`src/rtl/s_aram_arbiter_if.sv`:
```
// s_aram_arbiter_if: requester ports (CPU, DSP, debug) and the ARAM-side
// bus of the ARAM arbiter, bundled for module ports.
interface s_aram_arbiter_if;
    logic        cpu_req;
    logic        cpu_we;
    logic [15:0] cpu_addr;
    logic [7:0]  cpu_wdata;
    logic        cpu_ack;

    logic        dsp_req;
    logic        dsp_we;
    logic [15:0] dsp_addr;
    logic [7:0]  dsp_wdata;
    logic        dsp_ack;

    logic        dbg_req;
    logic        dbg_we;
    logic [15:0] dbg_addr;
    logic [7:0]  dbg_wdata;
    logic        dbg_ack;

    logic [7:0]  rdata;
    logic [15:0] ram_addr;
    logic [7:0]  ram_wdata;
    logic        ram_we;
    logic [7:0]  ram_rdata;

    modport slave (
        input  cpu_req, cpu_we, cpu_addr, cpu_wdata,
        input  dsp_req, dsp_we, dsp_addr, dsp_wdata,
        input  dbg_req, dbg_we, dbg_addr, dbg_wdata,
        input  ram_rdata,
        output cpu_ack, dsp_ack, dbg_ack,
        output rdata, ram_addr, ram_wdata, ram_we
    );

    modport master (
        output cpu_req, cpu_we, cpu_addr, cpu_wdata,
        output dsp_req, dsp_we, dsp_addr, dsp_wdata,
        output dbg_req, dbg_we, dbg_addr, dbg_wdata,
        output ram_rdata,
        input  cpu_ack, dsp_ack, dbg_ack,
        input  rdata, ram_addr, ram_wdata, ram_we
    );
endinterface

```
`src/rtl/s_aram_arbiter.sv`:
```
// s_aram_arbiter: ARAM arbiter, priority DSP > DBG > CPU with CPU anti-starvation.
// Debug port arbitrates only when ARAM_DBG_PORT_EN is defined.
module s_aram_arbiter #(
    parameter int ACC_CYCLES = 2,
    parameter int STARVE_MAX = 8
) (
    input logic             clk,
    input logic             reset_n,
    s_aram_arbiter_if.slave bus
);
    typedef enum logic [1:0] {IDLE, ACCESS, DONE} state_t;
    typedef enum logic [1:0] {W_NONE, W_CPU, W_DSP, W_DBG} win_t;

    localparam logic [1:0] CYC_LAST   = 2'(ACC_CYCLES - 1);
    localparam logic [7:0] STARVE_TOP = 8'(STARVE_MAX);

    state_t      state;
    state_t      state_nxt;
    win_t        win;
    win_t        win_nxt;
    win_t        pick;
    logic [1:0]  cyc;
    logic [7:0]  starve;
    logic        lat_we;
    logic [15:0] lat_addr;
    logic [7:0]  lat_wdata;
    logic [7:0]  rdata_q;
    logic        dbg_act;
    logic        cpu_force;
    logic        cpu_win;
    logic        last;
    logic        sel_we;
    logic [15:0] sel_addr;
    logic [7:0]  sel_wdata;

`ifdef ARAM_DBG_PORT_EN
    assign dbg_act     = bus.dbg_req;
    assign bus.dbg_ack = (state == DONE) && (win == W_DBG);
`else
    logic unused_dbg;
    assign unused_dbg  = bus.dbg_req;
    assign dbg_act     = 1'b0;
    assign bus.dbg_ack = 1'b0;
`endif

    assign cpu_force = bus.cpu_req && (starve == STARVE_TOP);
    assign last      = (cyc == CYC_LAST);

    always_comb begin
        pick = W_NONE;
        priority case (1'b1)
            cpu_force:   pick = W_CPU;
            bus.dsp_req: pick = W_DSP;
            dbg_act:     pick = W_DBG;
            bus.cpu_req: pick = W_CPU;
            default:     pick = W_NONE;
        endcase
    end

    always_comb begin
        sel_we    = bus.cpu_we;
        sel_addr  = bus.cpu_addr;
        sel_wdata = bus.cpu_wdata;
        case (pick)
            W_DSP: begin
                sel_we    = bus.dsp_we;
                sel_addr  = bus.dsp_addr;
                sel_wdata = bus.dsp_wdata;
            end
            W_DBG: begin
                sel_we    = bus.dbg_we;
                sel_addr  = bus.dbg_addr;
                sel_wdata = bus.dbg_wdata;
            end
            default: ;
        endcase
    end

    always_comb begin
        state_nxt = state;
        win_nxt   = win;
        unique case (state)
            IDLE: begin
                if (pick != W_NONE) begin
                    state_nxt = ACCESS;
                    win_nxt   = pick;
                end
            end
            ACCESS: begin
                if (last) state_nxt = DONE;
            end
            DONE: begin
                state_nxt = IDLE;
                win_nxt   = W_NONE;
            end
            default: begin
                state_nxt = IDLE;
                win_nxt   = W_NONE;
            end
        endcase
    end

    // CPU counts as winning both on its grant edge and while its access runs
    assign cpu_win = (state == IDLE) ? (pick == W_CPU) : (win == W_CPU);

    always_ff @(posedge clk or negedge reset_n) begin
        if (!reset_n) begin
            state <= IDLE;
            win   <= W_NONE;
            cyc   <= 2'd0;
        end else begin
            state <= state_nxt;
            win   <= win_nxt;
            cyc   <= (state == ACCESS && !last) ? cyc + 2'd1 : 2'd0;
        end
    end

    always_ff @(posedge clk or negedge reset_n) begin
        if (!reset_n) begin
            lat_we    <= 1'b0;
            lat_addr  <= 16'h0000;
            lat_wdata <= 8'h00;
            rdata_q   <= 8'h00;
            starve    <= 8'h00;
        end else begin
            if (state == IDLE && pick != W_NONE) begin
                lat_we    <= sel_we;
                lat_addr  <= sel_addr;
                lat_wdata <= sel_wdata;
            end
            if (state == ACCESS && last && !lat_we)
                rdata_q <= bus.ram_rdata;
            if (!bus.cpu_req || cpu_win)
                starve <= 8'h00;
            else if (starve != STARVE_TOP)
                starve <= starve + 8'h01;
        end
    end

    assign bus.ram_we    = (state == ACCESS) && lat_we;
    assign bus.ram_addr  = lat_addr;
    assign bus.ram_wdata = lat_wdata;
    assign bus.rdata     = rdata_q;
    assign bus.cpu_ack   = (state == DONE) && (win == W_CPU);
    assign bus.dsp_ack   = (state == DONE) && (win == W_DSP);
endmodule
```
`src/flat_wrapper.sv`:
```
// flat-port wrapper written by rule: the top's interface ports become plain ports
module s_aram_arbiter_flat 
#(
    parameter int ACC_CYCLES = 2,
    parameter int STARVE_MAX = 8
)
  (clk, reset_n, bus_cpu_req, bus_cpu_we, bus_cpu_addr, bus_cpu_wdata, bus_dsp_req, bus_dsp_we, bus_dsp_addr, bus_dsp_wdata, bus_dbg_req, bus_dbg_we, bus_dbg_addr, bus_dbg_wdata, bus_ram_rdata, bus_cpu_ack, bus_dsp_ack, bus_dbg_ack, bus_rdata, bus_ram_addr, bus_ram_wdata, bus_ram_we);
  s_aram_arbiter_if bus_i ();
  input logic clk;
  input logic reset_n;
  input wire logic [$bits(bus_i.cpu_req)-1:0] bus_cpu_req;
  input wire logic [$bits(bus_i.cpu_we)-1:0] bus_cpu_we;
  input wire logic [$bits(bus_i.cpu_addr)-1:0] bus_cpu_addr;
  input wire logic [$bits(bus_i.cpu_wdata)-1:0] bus_cpu_wdata;
  input wire logic [$bits(bus_i.dsp_req)-1:0] bus_dsp_req;
  input wire logic [$bits(bus_i.dsp_we)-1:0] bus_dsp_we;
  input wire logic [$bits(bus_i.dsp_addr)-1:0] bus_dsp_addr;
  input wire logic [$bits(bus_i.dsp_wdata)-1:0] bus_dsp_wdata;
  input wire logic [$bits(bus_i.dbg_req)-1:0] bus_dbg_req;
  input wire logic [$bits(bus_i.dbg_we)-1:0] bus_dbg_we;
  input wire logic [$bits(bus_i.dbg_addr)-1:0] bus_dbg_addr;
  input wire logic [$bits(bus_i.dbg_wdata)-1:0] bus_dbg_wdata;
  input wire logic [$bits(bus_i.ram_rdata)-1:0] bus_ram_rdata;
  output wire logic [$bits(bus_i.cpu_ack)-1:0] bus_cpu_ack;
  output wire logic [$bits(bus_i.dsp_ack)-1:0] bus_dsp_ack;
  output wire logic [$bits(bus_i.dbg_ack)-1:0] bus_dbg_ack;
  output wire logic [$bits(bus_i.rdata)-1:0] bus_rdata;
  output wire logic [$bits(bus_i.ram_addr)-1:0] bus_ram_addr;
  output wire logic [$bits(bus_i.ram_wdata)-1:0] bus_ram_wdata;
  output wire logic [$bits(bus_i.ram_we)-1:0] bus_ram_we;
  assign bus_i.cpu_req = bus_cpu_req;
  assign bus_i.cpu_we = bus_cpu_we;
  assign bus_i.cpu_addr = bus_cpu_addr;
  assign bus_i.cpu_wdata = bus_cpu_wdata;
  assign bus_i.dsp_req = bus_dsp_req;
  assign bus_i.dsp_we = bus_dsp_we;
  assign bus_i.dsp_addr = bus_dsp_addr;
  assign bus_i.dsp_wdata = bus_dsp_wdata;
  assign bus_i.dbg_req = bus_dbg_req;
  assign bus_i.dbg_we = bus_dbg_we;
  assign bus_i.dbg_addr = bus_dbg_addr;
  assign bus_i.dbg_wdata = bus_dbg_wdata;
  assign bus_i.ram_rdata = bus_ram_rdata;
  assign bus_cpu_ack = bus_i.cpu_ack;
  assign bus_dsp_ack = bus_i.dsp_ack;
  assign bus_dbg_ack = bus_i.dbg_ack;
  assign bus_rdata = bus_i.rdata;
  assign bus_ram_addr = bus_i.ram_addr;
  assign bus_ram_wdata = bus_i.ram_wdata;
  assign bus_ram_we = bus_i.ram_we;
  s_aram_arbiter #(.ACC_CYCLES(ACC_CYCLES), .STARVE_MAX(STARVE_MAX)) u_core (.clk(clk), .reset_n(reset_n), .bus(bus_i));
endmodule
```
`config.mk`:
```
export PLATFORM = sky130hd
export DESIGN_NAME = s_aram_arbiter_flat
export DESIGN_NICKNAME = d
export VERILOG_FILES = /design/src/rtl/s_aram_arbiter_if.sv /design/src/rtl/s_aram_arbiter.sv /design/src/flat_wrapper.sv
export SDC_FILE = /design/constraint.sdc
export NUM_CORES = 1
export LEC_CHECK = 0
export BUFFER_PORTS_ARGS = -buffer_cell sky130_fd_sc_hd__buf_2
export CAP_MARGIN = 10
export CORE_MARGIN = 8
export CORE_UTILIZATION = 40
export DETAILED_ROUTE_END_ITERATION = 10
export PLACE_DENSITY = 0.76
export SYNTH_ARGS = -nofsm -noshare
export SYNTH_HDL_FRONTEND = slang
export SYNTH_SLANG_ARGS = --single-unit
```
`constraint.sdc`:
```
create_clock -name clk -period 1.8 [get_ports clk]
set_input_delay 0.27 -clock clk [delete_from_list [all_inputs] [get_ports clk]]
set_output_delay 0.27 -clock clk [all_outputs]
set_load 0.03 [all_outputs]
```
==> metrics <==
Async S/R FF share, synth=100.0%; routed via count=1,801; Total GRT Usage=12.62%; die area=8420 µm²; vias in the first global route=1,979; cell with the most instances after synthesis=dfrtp_1; Synth area leaders=dfrtp_1 51%, mux2i_1 11%, a21oi_2 7.6%; Max Cap Viol=0; Slew Limit Fails=0; Lkg Pwr=0.001518 µW; Initial Util=41.44%; Syn Area/Cell=11.42 µm²; DR WL/cell=14.21 µm; switching power of the nets=2270 µW; H-tree depth=2; core area=5540 µm²; Post-Syn Area=2296 µm²; design area=3293 µm²; largest area contributor in the netlist=dfrtp_1; drt initial violations=34; initial antenna violation count=0; skew final=0.009332 ns; Rows=27; Area Growth Syn to Fin=43.43%; clk sink count=47; FF+latch count, synth=47; Synth Warn #=0; nets=402; kind of critical path=register to register; Switching Fraction=42.83%; CP required=1.99 ns; Antenna Cells=0; P_int=3031 µW; ANT nets after route=0; share of cells above drive strength 1=55.13%; Final Power=5301 µW; PD cells=1610 nW/µm²; Startpoint Class=register; clk buf depth=2; clock share of power=17.7%; minimum clock period=1.755 ns; sequential area share after synthesis=51.23%; root buffer cell=clkbuf_8; Post-Synthesis Cells=201; Comb power frac=49.3%; PortBufs=96; Remaining DRCs=0; Top Layer Used=met4; Setup WS post-layout=0.04512 ns; dpl hpwl=4155 µm; Fmax=0.5698 GHz; pre-CTS setup slack=0.004096 ns; area share of the leading cell type in the synthesized netlist=51.23%; fin util=59.44%; CP Capture Type=register; Yosys cell types=34; Pre-Repair DR Iteration Count=4; Final period util=97.49%; wire length on met2=2665 µm; first-pass GRT wire length=8818 µm; sequential share of power=33.0%; Worst Hold Class=primary input to register; RSZ-0062 raised after global routing=yes; die height=91.76 µm; GR Overflow Total=0; syn nets=292; clk_lat worst skew=0.30 ns; clock slew at the register clock pins of the worst setup and hold paths=0.10 ns; crit path max fanout=8; wire length on met1=2305 µm; Top Ports=124; DP Area=2938 µm²; CTS tree=done; met3 wire len=435 µm; Die Wd=91.76 µm; VDD IR-drop max=0.0008422 V; CTS buffer count=5; status=complete, no violations; WL final=5455 µm; largest net degree at the start of global routing=31; Hold WS=0.1929 ns; synth cell count leaders=47 x dfrtp_1, 36 x nor2_1, 26 x mux2i_1; Final Hold Fails=0; ys flop type=dfrtp_1; final setup fails=0; Worst Path Arrival=1.94 ns; number of synthesized flops with an enable pin=0; vias per inst=4.690; GP Congestion=0.7431
## critical path, stage by stage (launching register included)
cell and delay [ns]:
dfrtp_1 0.39, inv_1 0.07, ha_2 0.18, nand4bb_4 0.13, o31ai_4 0.24, buf_6 0.16
buf_12 0.16, mux2i_4 0.24, a21oi_2 0.07
## per-layer routing
layer	vias up	track usage, %
met5	-	0
met4	0	2.819
met3	6	5.542
met2	63	21.01
met1	826	14.67
li1	906	-
## state kept, by name, indices dropped and copies added, names as in the netlist
| register | flops |
|---|---|
| u_core.bus.ram_wdata | 8 |
| u_core.win | 2 |
| u_core.bus.rdata | 8 |
| u_core.state | 2 |
| u_core.starve | 8 |
| u_core.cyc | 2 |
| u_core.lat_we | 1 |
| u_core.bus.ram_addr | 16 |
## power groups by stage
stage	combinational, µW	sequential, µW	clock (µW)
final	2610	1750	937
after global routing	2840	1820	1010
after CTS	2570	1760	965
after detailed placement	2560	1780	0
after global placement	2520	1750	0
after floorplan	1030	2490	0
## layout by cell type, fill, tap and decap left out, types with 5 or more instances in the layout
cell | synthesis | final
a21oi_1 | 7 | 7
a21oi_2 | 20 | 20
buf_2 | 1 | 96
buf_4 | 1 | 10
clkbuf_8 | 0 | 5
dfrtp_1 | 47 | 47
mux2_2 | 8 | 8
mux2i_1 | 26 | 8
mux2i_2 | 0 | 9
mux2i_4 | 0 | 9
nand3_1 | 5 | 5
nor2_1 | 36 | 36
nor2b_1 | 6 | 6
xor2_1 | 5 | 5
## cell type report
| type | count | area (µm²) |
|---|---|---|
| Fill cell | 479 | 2247 |
| Multi-Input combinational cell | 140 | 1190 |
| Sequential cell | 47 | 1176 |
| Timing Repair Buffer | 113 | 681.9 |
| Tap cell | 72 | 90.09 |
| Clock inverter | 3 | 71.32 |
| Clock buffer | 5 | 68.82 |
| Inverter | 4 | 15.01 |
## what timing repair did
action,4_1_cts,5_1_grt
pin swaps,0,11
hold buffers,1,0
resized for setup,1,31
endpoints found under the hold margin,17,0
gates cloned,0,1
endpoints found under the setup margin,3,20
buffers inserted,0,2
## path summary, 6_finish.rpt
path                                  startpoint                 endpoint  slack [ns]  cells past startpoint
worst max register to register  u_core.starve[0]  u_core.bus.ram_addr[13]        0.05                      8
min in group asynchronous                reset_n  u_core.bus.ram_wdata[4]        0.46                      2
worst min-delay path            bus_ram_rdata[3]      u_core.bus.rdata[3]        0.19                      2
worst min register to register     u_core.cyc[0]            u_core.cyc[0]        0.43                      1
max in group asynchronous                reset_n            u_core.win[1]        0.83                      3
worst max-delay path            u_core.starve[0]  u_core.bus.ram_addr[13]        0.05                      8
## cell families (layout without fill, tap and decap cells)
kind of cell / after synthesis / in the layout / share of synthesized area, %
buffers and inverters: 14 / 125 / 3.487
other: 1 / 1 / 0.1633
AND/OR/NAND/NOR: 62 / 62 / 13.73
multiplexers: 34 / 34 / 15.26
adder cells (fa/ha/maj): 3 / 3 / 1.635
XOR/XNOR: 6 / 6 / 2.289
AO/OA/AOI/OAI: 34 / 34 / 12.21
flip-flops: 47 / 47 / 51.23
## per-stage QoR
step,cells,setup TNS (ns)
2_1_floorplan,201,-1.286
3_3_place_gp,372,0
3_5_place_dp,372,0
4_1_cts,381,0
5_1_grt,384,-0.3486
6_report,384,0
Power figures use the tool's default switching activity.
